--- src/rtl/gcn_pkg.sv ---
// Shared constants, state encoding and address helper for the GCN scheduler.
// Imported by the bus interface, the loop counter and the scheduler top.
package gcn_pkg;

  localparam int FEATURE_ROWS          = 6;
  localparam int WEIGHT_COLS           = 3;
  localparam int COO_NUM_OF_COLS       = 6;
  localparam int ADDRESS_WIDTH         = 13;
  localparam int COUNTER_FEATURE_WIDTH = $clog2(FEATURE_ROWS);
  localparam int COUNTER_WEIGHT_WIDTH  = $clog2(WEIGHT_COLS);
  localparam int COO_BW                = $clog2(COO_NUM_OF_COLS);

  localparam logic [ADDRESS_WIDTH-1:0] FEATURE_BASE = 13'h200;

  typedef enum logic [2:0] {
    IDLE,
    RD_W,
    RD_F,
    MAC,
    WAIT,
    WRITE,
    AGG,
    DONE
  } gcn_sched_state_t;

  // Feature rows sit above the weight columns, so the two regions never alias.
  function automatic logic [ADDRESS_WIDTH-1:0] feature_addr(
    input logic [COUNTER_FEATURE_WIDTH-1:0] row
  );
    return FEATURE_BASE + ADDRESS_WIDTH'(row);
  endfunction

endpackage

--- src/rtl/gcn_sched_if.sv ---
// Handshake bundle between the scheduler, the start/done pins and the datapath.
// master = scheduler side, slave = datapath / top-level side.
interface gcn_sched_if;
  import gcn_pkg::*;

  logic                             start;
  logic                             done;
  logic                             enable_read;
  logic [ADDRESS_WIDTH-1:0]         read_address;
  logic                             load_weight;
  logic                             load_feature;
  logic                             mac_start;
  logic                             mac_done;
  logic                             wr_en;
  logic [COUNTER_FEATURE_WIDTH-1:0] wr_row;
  logic [COUNTER_WEIGHT_WIDTH-1:0]  wr_col;
  logic [COO_BW-1:0]                coo_address;
  logic                             agg_en;

  modport master (
    input  start, mac_done,
    output done, enable_read, read_address, load_weight, load_feature,
           mac_start, wr_en, wr_row, wr_col, coo_address, agg_en
  );

  modport slave (
    output start, mac_done,
    input  done, enable_read, read_address, load_weight, load_feature,
           mac_start, wr_en, wr_row, wr_col, coo_address, agg_en
  );

endinterface

--- src/rtl/gcn_loop_counter.sv ---
// Saturating loop index: counts 0..LIMIT-1, flags the terminal value and never wraps.
// clear has priority over inc.
module gcn_loop_counter #(
  parameter int LIMIT = 4,
  parameter int WIDTH = $clog2(LIMIT)
) (
  input  logic             clk,
  input  logic             reset,
  input  logic             clear,
  input  logic             inc,
  output logic [WIDTH-1:0] value,
  output logic             last
);

  assign last = (value == WIDTH'(LIMIT - 1));

  // NOTE: sequential state is updated only with non-blocking assignments so
  // every flop samples pre-edge values regardless of block ordering.
  always_ff @(posedge clk or negedge reset) begin
    if (!reset) begin
      value <= '0;
    end else if (clear) begin
      value <= '0;
    end else if (inc && !last) begin
      value <= value + 1'b1;
    end
  end

endmodule

--- src/rtl/gcn_scheduler.sv ---
// GCN accelerator sequencer: walks every (row, col) dot product through the
// transform datapath, then every COO edge through aggregation, then raises done.
module gcn_scheduler
  import gcn_pkg::*;
(
  input  logic         clk,
  input  logic         reset,
  gcn_sched_if.master  bus
);

  gcn_sched_state_t state, state_next;

  logic [COUNTER_WEIGHT_WIDTH-1:0]  col;
  logic [COUNTER_FEATURE_WIDTH-1:0] row;
  logic [COO_BW-1:0]                edge_idx;
  logic col_last, row_last, edge_last;
  logic col_clear, col_inc, row_clear, row_inc, edge_clear, edge_inc;

  gcn_loop_counter #(.LIMIT(WEIGHT_COLS), .WIDTH(COUNTER_WEIGHT_WIDTH)) u_col (
    .clk(clk), .reset(reset), .clear(col_clear), .inc(col_inc),
    .value(col), .last(col_last)
  );

  gcn_loop_counter #(.LIMIT(FEATURE_ROWS), .WIDTH(COUNTER_FEATURE_WIDTH)) u_row (
    .clk(clk), .reset(reset), .clear(row_clear), .inc(row_inc),
    .value(row), .last(row_last)
  );

  gcn_loop_counter #(.LIMIT(COO_NUM_OF_COLS), .WIDTH(COO_BW)) u_edge (
    .clk(clk), .reset(reset), .clear(edge_clear), .inc(edge_inc),
    .value(edge_idx), .last(edge_last)
  );

  always_ff @(posedge clk or negedge reset) begin
    if (!reset) begin
      state <= IDLE;
    end else begin
      state <= state_next;
    end
  end

  // NOTE: every signal driven here gets a default first, so no path leaves it
  // unassigned and no latch is inferred.
  always_comb begin
    state_next = state;
    col_clear  = 1'b0;
    col_inc    = 1'b0;
    row_clear  = 1'b0;
    row_inc    = 1'b0;
    edge_clear = 1'b0;
    edge_inc   = 1'b0;
    case (state)
      IDLE: begin
        if (bus.start) begin
          col_clear  = 1'b1;
          state_next = RD_W;
        end
      end
      RD_W: begin
        row_clear  = 1'b1;
        state_next = RD_F;
      end
      RD_F: state_next = MAC;
      MAC:  state_next = WAIT;
      WAIT: begin
        if (bus.mac_done) state_next = WRITE;
      end
      WRITE: begin
        if (!row_last) begin
          row_inc    = 1'b1;
          state_next = RD_F;
        end else if (!col_last) begin
          col_inc    = 1'b1;
          state_next = RD_W;
        end else begin
          edge_clear = 1'b1;
          state_next = AGG;
        end
      end
      AGG: begin
        if (edge_last) state_next = DONE;
        else           edge_inc   = 1'b1;
      end
      DONE: begin
        // A held start must not relaunch; the pin has to drop first.
        if (!bus.start) state_next = IDLE;
      end
      default: state_next = IDLE;
    endcase
  end

  // Moore outputs: indices are gated to zero outside the state that uses them.
  always_comb begin
    bus.enable_read  = 1'b0;
    bus.read_address = '0;
    bus.load_weight  = 1'b0;
    bus.load_feature = 1'b0;
    bus.mac_start    = 1'b0;
    bus.wr_en        = 1'b0;
    bus.wr_row       = '0;
    bus.wr_col       = '0;
    bus.coo_address  = '0;
    bus.agg_en       = 1'b0;
    bus.done         = 1'b0;
    case (state)
      RD_W: begin
        bus.enable_read  = 1'b1;
        bus.read_address = ADDRESS_WIDTH'(col);
        bus.load_weight  = 1'b1;
      end
      RD_F: begin
        bus.enable_read  = 1'b1;
        bus.read_address = feature_addr(row);
        bus.load_feature = 1'b1;
      end
      MAC:  bus.mac_start = 1'b1;
      WRITE: begin
        bus.wr_en  = 1'b1;
        bus.wr_row = row;
        bus.wr_col = col;
      end
      AGG: begin
        bus.agg_en      = 1'b1;
        bus.coo_address = edge_idx;
      end
      DONE: bus.done = 1'b1;
      default: ;
    endcase
  end

endmodule

--- src/flat_wrapper.sv ---
// flat-port wrapper written by rule: the top's interface ports become plain ports
module gcn_scheduler_flat import gcn_pkg::*;
  (clk, reset, bus_start, bus_mac_done, bus_done, bus_enable_read, bus_read_address, bus_load_weight, bus_load_feature, bus_mac_start, bus_wr_en, bus_wr_row, bus_wr_col, bus_coo_address, bus_agg_en);
  gcn_sched_if bus_i ();
  input  logic clk;
  input  logic reset;
  input wire logic [$bits(bus_i.start)-1:0] bus_start;
  input wire logic [$bits(bus_i.mac_done)-1:0] bus_mac_done;
  output wire logic [$bits(bus_i.done)-1:0] bus_done;
  output wire logic [$bits(bus_i.enable_read)-1:0] bus_enable_read;
  output wire logic [$bits(bus_i.read_address)-1:0] bus_read_address;
  output wire logic [$bits(bus_i.load_weight)-1:0] bus_load_weight;
  output wire logic [$bits(bus_i.load_feature)-1:0] bus_load_feature;
  output wire logic [$bits(bus_i.mac_start)-1:0] bus_mac_start;
  output wire logic [$bits(bus_i.wr_en)-1:0] bus_wr_en;
  output wire logic [$bits(bus_i.wr_row)-1:0] bus_wr_row;
  output wire logic [$bits(bus_i.wr_col)-1:0] bus_wr_col;
  output wire logic [$bits(bus_i.coo_address)-1:0] bus_coo_address;
  output wire logic [$bits(bus_i.agg_en)-1:0] bus_agg_en;
  assign bus_i.start = bus_start;
  assign bus_i.mac_done = bus_mac_done;
  assign bus_done = bus_i.done;
  assign bus_enable_read = bus_i.enable_read;
  assign bus_read_address = bus_i.read_address;
  assign bus_load_weight = bus_i.load_weight;
  assign bus_load_feature = bus_i.load_feature;
  assign bus_mac_start = bus_i.mac_start;
  assign bus_wr_en = bus_i.wr_en;
  assign bus_wr_row = bus_i.wr_row;
  assign bus_wr_col = bus_i.wr_col;
  assign bus_coo_address = bus_i.coo_address;
  assign bus_agg_en = bus_i.agg_en;
  gcn_scheduler u_core (.clk(clk), .reset(reset), .bus(bus_i));
endmodule
--- config.mk ---
export PLATFORM = sky130hd
export DESIGN_NAME = gcn_scheduler_flat
export DESIGN_NICKNAME = d
export VERILOG_FILES = /design/src/rtl/gcn_pkg.sv /design/src/rtl/gcn_sched_if.sv /design/src/rtl/gcn_loop_counter.sv /design/src/rtl/gcn_scheduler.sv /design/src/flat_wrapper.sv
export SDC_FILE = /design/constraint.sdc
export NUM_CORES = 1
export LEC_CHECK = 0
export CORE_MARGIN = 2
export CORE_UTILIZATION = 38
export CTS_CLUSTER_DIAMETER = 200
export DETAILED_ROUTE_END_ITERATION = 8
export PLACE_DENSITY_LB_ADDON = 0.2
export REMOVE_ABC_BUFFERS = 1
export SYNTH_ARGS = -nofsm -noshare
export SYNTH_HDL_FRONTEND = slang
export SYNTH_HIERARCHICAL = 1
export SYNTH_SLANG_ARGS = --single-unit
--- constraint.sdc ---
create_clock -name clk -period 5.02 [get_ports clk]
set_input_delay 0.753 -clock clk [delete_from_list [all_inputs] [get_ports clk]]
set_output_delay 0.753 -clock clk [all_outputs]
set_load 0.01 [all_outputs]
==> metrics.txt, run 1 <==
status complete, no violations; Final Critical Period 2900 ps; HPWL Detailed 1400 um; overall power 0.611 mW; Non-Filler Instances 155; worst path required time 4270 ps; vias in the first global route 622; Worst setup EP type primary output; max_cap viols 0; Peak Freq 345 MHz; routed len/inst 12.1 um; Post-DP Area 1160 um2; register bit total from synthesis 11; Mapped Area 958 um2; hold buffer count at cts 0; Slew HR 58.5%; final-report hold violation count 0; placed cell count 151; Final Cell Area 1190 um2; DP Worst Slack 2430 ps; Peak supply drop 266 uV; FP Rows 18; Cell variety after synth 32; Avg Cell Area, Syn 9.22 um2; slowest CP cell dfrtp_1; Metal-1 WL 924 um; Final Setup Violations 0; Crit Path Class flip-flop to primary output; Pins Over Slew Limit 0; Final Cycle Share 57.8%; Mapped Cells 104; Root Driver clkbuf_4; Slew @ Worst Pin 615 ps; via count 749; core box area 2430 um2; synth top area cells dfrtp_1 29%, buf_4 7.0%, ha_1 6.5%; Num CTS Buffers 3; initial antenna violation count 0; met2 routed WL 849 um; hold crit path type flip-flop to flip-flop; Synth Flop Type dfrtp_1; Skew-Pair Late Insertion Delay 270 ps; largest net degree at the start of global routing 18; leading area contributor after synthesis dfrtp_1; total negative slack 0 ps; IO buf count 22; post-route ant nets 0; Inserted Diodes 0; Post-synth ARST share 100%; Finished Core Util 48.8%; die height 54.2 um; Post-synth EDFFs 0; clock skew 5.78 ps; GRT Overall Usage 14.3%; total gr overflow 0; DRT Wirelength 1870 um; GPL Wtd Cong 0.753; count of boundary I/O pins 32; RSZ-0062 raised after global routing no; H-tree lvl count 1; worst path cell trace nor3b_2, a22o_1, clkdlybuf4s50_1; die area 2940 um2; arrival time at the worst endpoint 2150 ps; most common cell in the synthesized netlist dfrtp_1; post-route setup slack 2120 ps; share of layout cells above drive strength 1 14.4%; CP bufs+invs 1; worst-case hold slack 630 ps; most frequent cells after synthesis 11 x dfrtp_1, 9 x and2_1, 9 x buf_4, 9 x nor2_1, 7 x a21oi_1; Yosys warnings 6; Final nets 135; post-synthesis sequential area ratio 28.7%; TritonRoute pass-1 iters 4; Top Metal Used met4; vias per inst 4.83; PwrDens 515 nW/um2; die width 54.2 um; Clock Path Buffers 2; Synth top area share 28.7%; clk sinks 11; cts repair resizes 0; Worst-path clk slew 70 ps; Met3 Routed Length 71 um; peak fanout along the critical path 15; Worst path max stage delay 600 ps; CTS tree yes; DRC 0; Startpoint Class flip-flop; first-pass GRT wire length 2950 um; initial core utilization 39.4%; Layout area overhead 23.8%; leak pwr 0.517 nW; CP top delay family flip-flops; setup bufs post-CTS 0; DRT iter0 DRCs 7
-- placed cells by master, fill, tap and decap left out, types with 2 or more instances in the layout --
master           netlist  layout
and2_1                 9       9
clkdlybuf4s50_1        0      22
nand2_1                5       5
a21boi_4               2       2
nor4b_1                2       2
and3_1                 2       2
a21oi_1                7       7
nor3_2                 2       2
conb_1                 1       9
and2_2                 2       2
nor3b_2                2       2
nor2_1                 9       9
and4b_1                2       2
nor3b_1                2       2
nor2b_1                4       4
o221a_1                2       2
mux2_4                 4       4
o21ai_0                2       2
dfrtp_1               11      11
inv_1                  5       5
nor3_1                 2       2
a22o_1                 2       2
ha_1                   5       5
clkbuf_4               0       3
-- kinds of logic after synthesis --
kind of cell	after synthesis	synth area share [%]
muxes	5	7.44
adders and majority gates	5	6.53
and+or+nand+nor	47	31.6
DFF	11	28.7
other	1	0.391
buffers and inverters	18	11.0
AOI/OAI and AO/OA	17	14.4
-- worst reg2reg max path: stages, from the launching register on --
cell	delay [ps]
dfrtp_1	430
inv_1	70
ha_1	240
and2_2	260
nor3_1	400
a21boi_4	280
mux2_4	310
-- sequential cells by signal, indices dropped and copies added (netlist names) --
signal / flops
u_core/u_row/value: 3
u_core/u_edge/value: 3
u_core/u_col/value: 2
u_core/state: 3
-- power by group --
group / switching [mW] / internal, mW / leakage (nW) / total [mW]
combinational: 0.142 / 0.199 / 0.367 / 0.342
sequential: 0.0832 / 0.126 / 0.135 / 0.209
clock: 0.0293 / 0.0307 / 0.0150 / 0.0600
total: 0.255 / 0.356 / 0.517 / 0.611
-- final cells by class --
class / instances / area, um2
Multi-Input combinational cell: 83 / 608
Sequential cell: 11 / 275
Tap cell: 30 / 37.5
Timing Repair Buffer: 22 / 220
Inverter: 5 / 18.8
Fill cell: 243 / 1250
Clock buffer: 4 / 26.3
-- worst paths after layout --
path	start	to	slack, ps	cells after the start
worst max-delay path	u_core/state[0]	bus_read_address[0]	2120	3
worst min-delay path	u_core/u_edge/value[1]	u_core/u_edge/value[1]	630	1
worst max register to register	u_core/u_row/value[1]	u_core/u_row/value[0]	2930	6
worst min register to register	u_core/u_edge/value[1]	u_core/u_edge/value[1]	630	1
max in group asynchronous	reset	u_core/u_edge/value[1]	3850	1
min in group asynchronous	reset	u_core/u_row/value[2]	820	1
-- metal layers --
metal	up-vias	global-route usage (%)
li1	383	-
met5	-	0
met1	347	19.3
met3	2	4.92
met2	17	19.9
met4	0	7.50
(Power assumes the default switching activity.)
==> run 2: changes to the inputs <==
==> constraint.sdc (replaced) <==
create_clock -name clk -period 2.78 [get_ports clk]
set_input_delay 0.417 -clock clk [delete_from_list [all_inputs] [get_ports clk]]
set_output_delay 0.417 -clock clk [all_outputs]
set_load 0.01 [all_outputs]
==> run 2 against run 1 <==
  * Sequential cell count unchanged
  * Register-to-register slack worse by 2200 ps
  * Clock power up 87%
  * Routed wire length up 0.75%
  * Worst hold slack worse by 130 ps
  * Sequential share of layout area is the same
  * Sequential power increased by 82%
  * Final area unchanged
  * Setup slack worse by 1900 ps
  * Via count increased by 1.2%
==> metrics.txt, run 2 (same netlist as run 1, synthesis figures left out) <==
TritonRoute pass-1 iters 4 (unchanged); hold crit path type input pin to asynchronous set/reset pin; Worst setup EP type primary output; Skew-Pair Late Insertion Delay 260 ps (about the same); max_cap viols 0 (unchanged); Clock Path Buffers 2 (unchanged); Startpoint Class flip-flop; Inserted Diodes 0 (unchanged); Final Setup Violations 0 (unchanged); IO buf count 22 (unchanged); DRT Wirelength 1890 um (+0.75%); hold buffer count at cts 0 (unchanged); Worst-path clk slew 80 ps (about the same); Non-Filler Instances 155 (unchanged); die width 54.2 um (unchanged); Peak supply drop 555 uV (+110%); arrival time at the worst endpoint 2130 ps (-20 ps); vias in the first global route 687 (+10%); HPWL Detailed 1390 um (-0.51%); FP Rows 18 (unchanged); worst path required time 2360 ps (-1910 ps); clock skew 0.738 ps (-5.04 ps); initial core utilization 39.4% (unchanged); Pins Over Slew Limit 0 (unchanged); Final nets 135 (unchanged); vias per inst 4.89 (+1.2%); critical path depth in cells 3 (unchanged); status complete, no violations; most frequent cells in the layout 22 x clkdlybuf4s50_1, 11 x dfrtp_1, 9 x nor2_1, 9 x and2_1, 9 x conb_1; largest net degree at the start of global routing 18 (unchanged); worst path cell trace nor3b_2, a22o_1, clkdlybuf4s50_1; Fillers 229 (-5.8%); Worst path max stage delay 620 ps (+20 ps); GRT Overall Usage 14.4% (+0.12 points); Final Critical Period 2540 ps; total gr overflow 0 (unchanged); clk sinks 11 (unchanged); Root Driver clkbuf_4; peak fanout along the critical path 15 (unchanged); post-route ant nets 0 (unchanged); CP top delay family flip-flops; worst reg-to-reg path cell count 5 (-1); final-report hold violation count 0 (unchanged); share of layout cells above drive strength 1 14.4% (unchanged); Reg area 275 um2 (unchanged); via count 758 (+1.2%); die height 54.2 um (unchanged); largest registers u_core/state: 3 flops, u_core/u_edge/value: 3 flops, u_core/u_row/value: 3 flops; placed cell count 151 (unchanged); initial antenna violation count 0 (unchanged); total negative slack 0 ps (unchanged); Slew HR 58.7% (+0.28 points); Layout area overhead 23.8% (unchanged); CP bufs+invs 1 (unchanged); Final Cycle Share 91.5%; cts repair resizes 0 (unchanged); CTS tree yes; leak pwr 0.517 nW (unchanged); core box area 2430 um2 (unchanged); setup bufs post-CTS 0 (unchanged); GPL Wtd Cong 0.754 (+0.19%); first-pass GRT wire length 3100 um (+5.2%); most common cell after layout, fill and taps aside clkdlybuf4s50_1; RSZ-0062 raised after global routing no; Slew @ Worst Pin 610 ps (-4.15 ps); die area 2940 um2 (unchanged); Num CTS Buffers 3 (unchanged); area of the multi-input gates 608 um2 (unchanged); routed len/inst 12.2 um (+0.75%); Finished Core Util 48.8% (unchanged); PwrDens 934 nW/um2 (+81%); slowest CP cell dfrtp_1; DRC 0 (unchanged); DRT iter0 DRCs 18 (+11); count of boundary I/O pins 32 (unchanged); Peak Freq 393 MHz; Crit Path Class flip-flop to primary output; H-tree lvl count 1 (unchanged)
[run 2: cell counts in the layout (fill, tap and decap cells not counted)]
Identical to the previous run, type by type.
[run 2: per-stage QoR]
step	power [mW]	area, um2	setup WS, ps	hold slack (ps)
final	1.11	1190	236	497
after global routing	1.21	1190	113	541
after CTS	1.11	1190	236	518
after detailed placement	0.999	1160	530	630
after global placement	0.985	1160	590	611
after floorplan	0.747	902	940	121
[run 2: per-layer routing]
| metal | track usage (%) | wire length [um] | vias to the layer above |
|---|---|---|---|
| li1 | - | - | 383 |
| met1 | 20.5 | 914 | 355 |
| met2 | 20.7 | 870 | 18 |
| met3 | 2.73 | 74 | 2 |
| met4 | 7.08 | 27 | 0 |
| met5 | 0 | 0 | - |
[run 2: power breakdown]
group          internal [mW]  leakage [nW]  switching, mW
clock                 0.0554        0.0150         0.0562
combinational          0.359         0.367          0.257
sequential             0.227         0.135          0.152
total                  0.642         0.517          0.466
[run 2: cell type report]
type                            count  share of cell area, %
Tap cell                           30                   3.16
Sequential cell                    11                   23.2
Multi-Input combinational cell     83                   51.3
Clock buffer                        4                   2.22
Inverter                            5                   1.58
Timing Repair Buffer               22                   18.6
[run 2: path summary, 6_finish.rpt]
kind	start	endpoint	slack (ps)
setup reg to reg	u_core/u_row/value[0]	u_core/u_row/value[0]	720
setup / recovery	u_core/state[0]	bus_read_address[0]	240
max in group asynchronous	reset	u_core/state[2]	1930
hold / removal	reset	u_core/u_row/value[2]	500
hold reg to reg	u_core/u_edge/value[1]	u_core/u_edge/value[1]	640
min in group clk	u_core/u_edge/value[1]	u_core/u_edge/value[1]	640
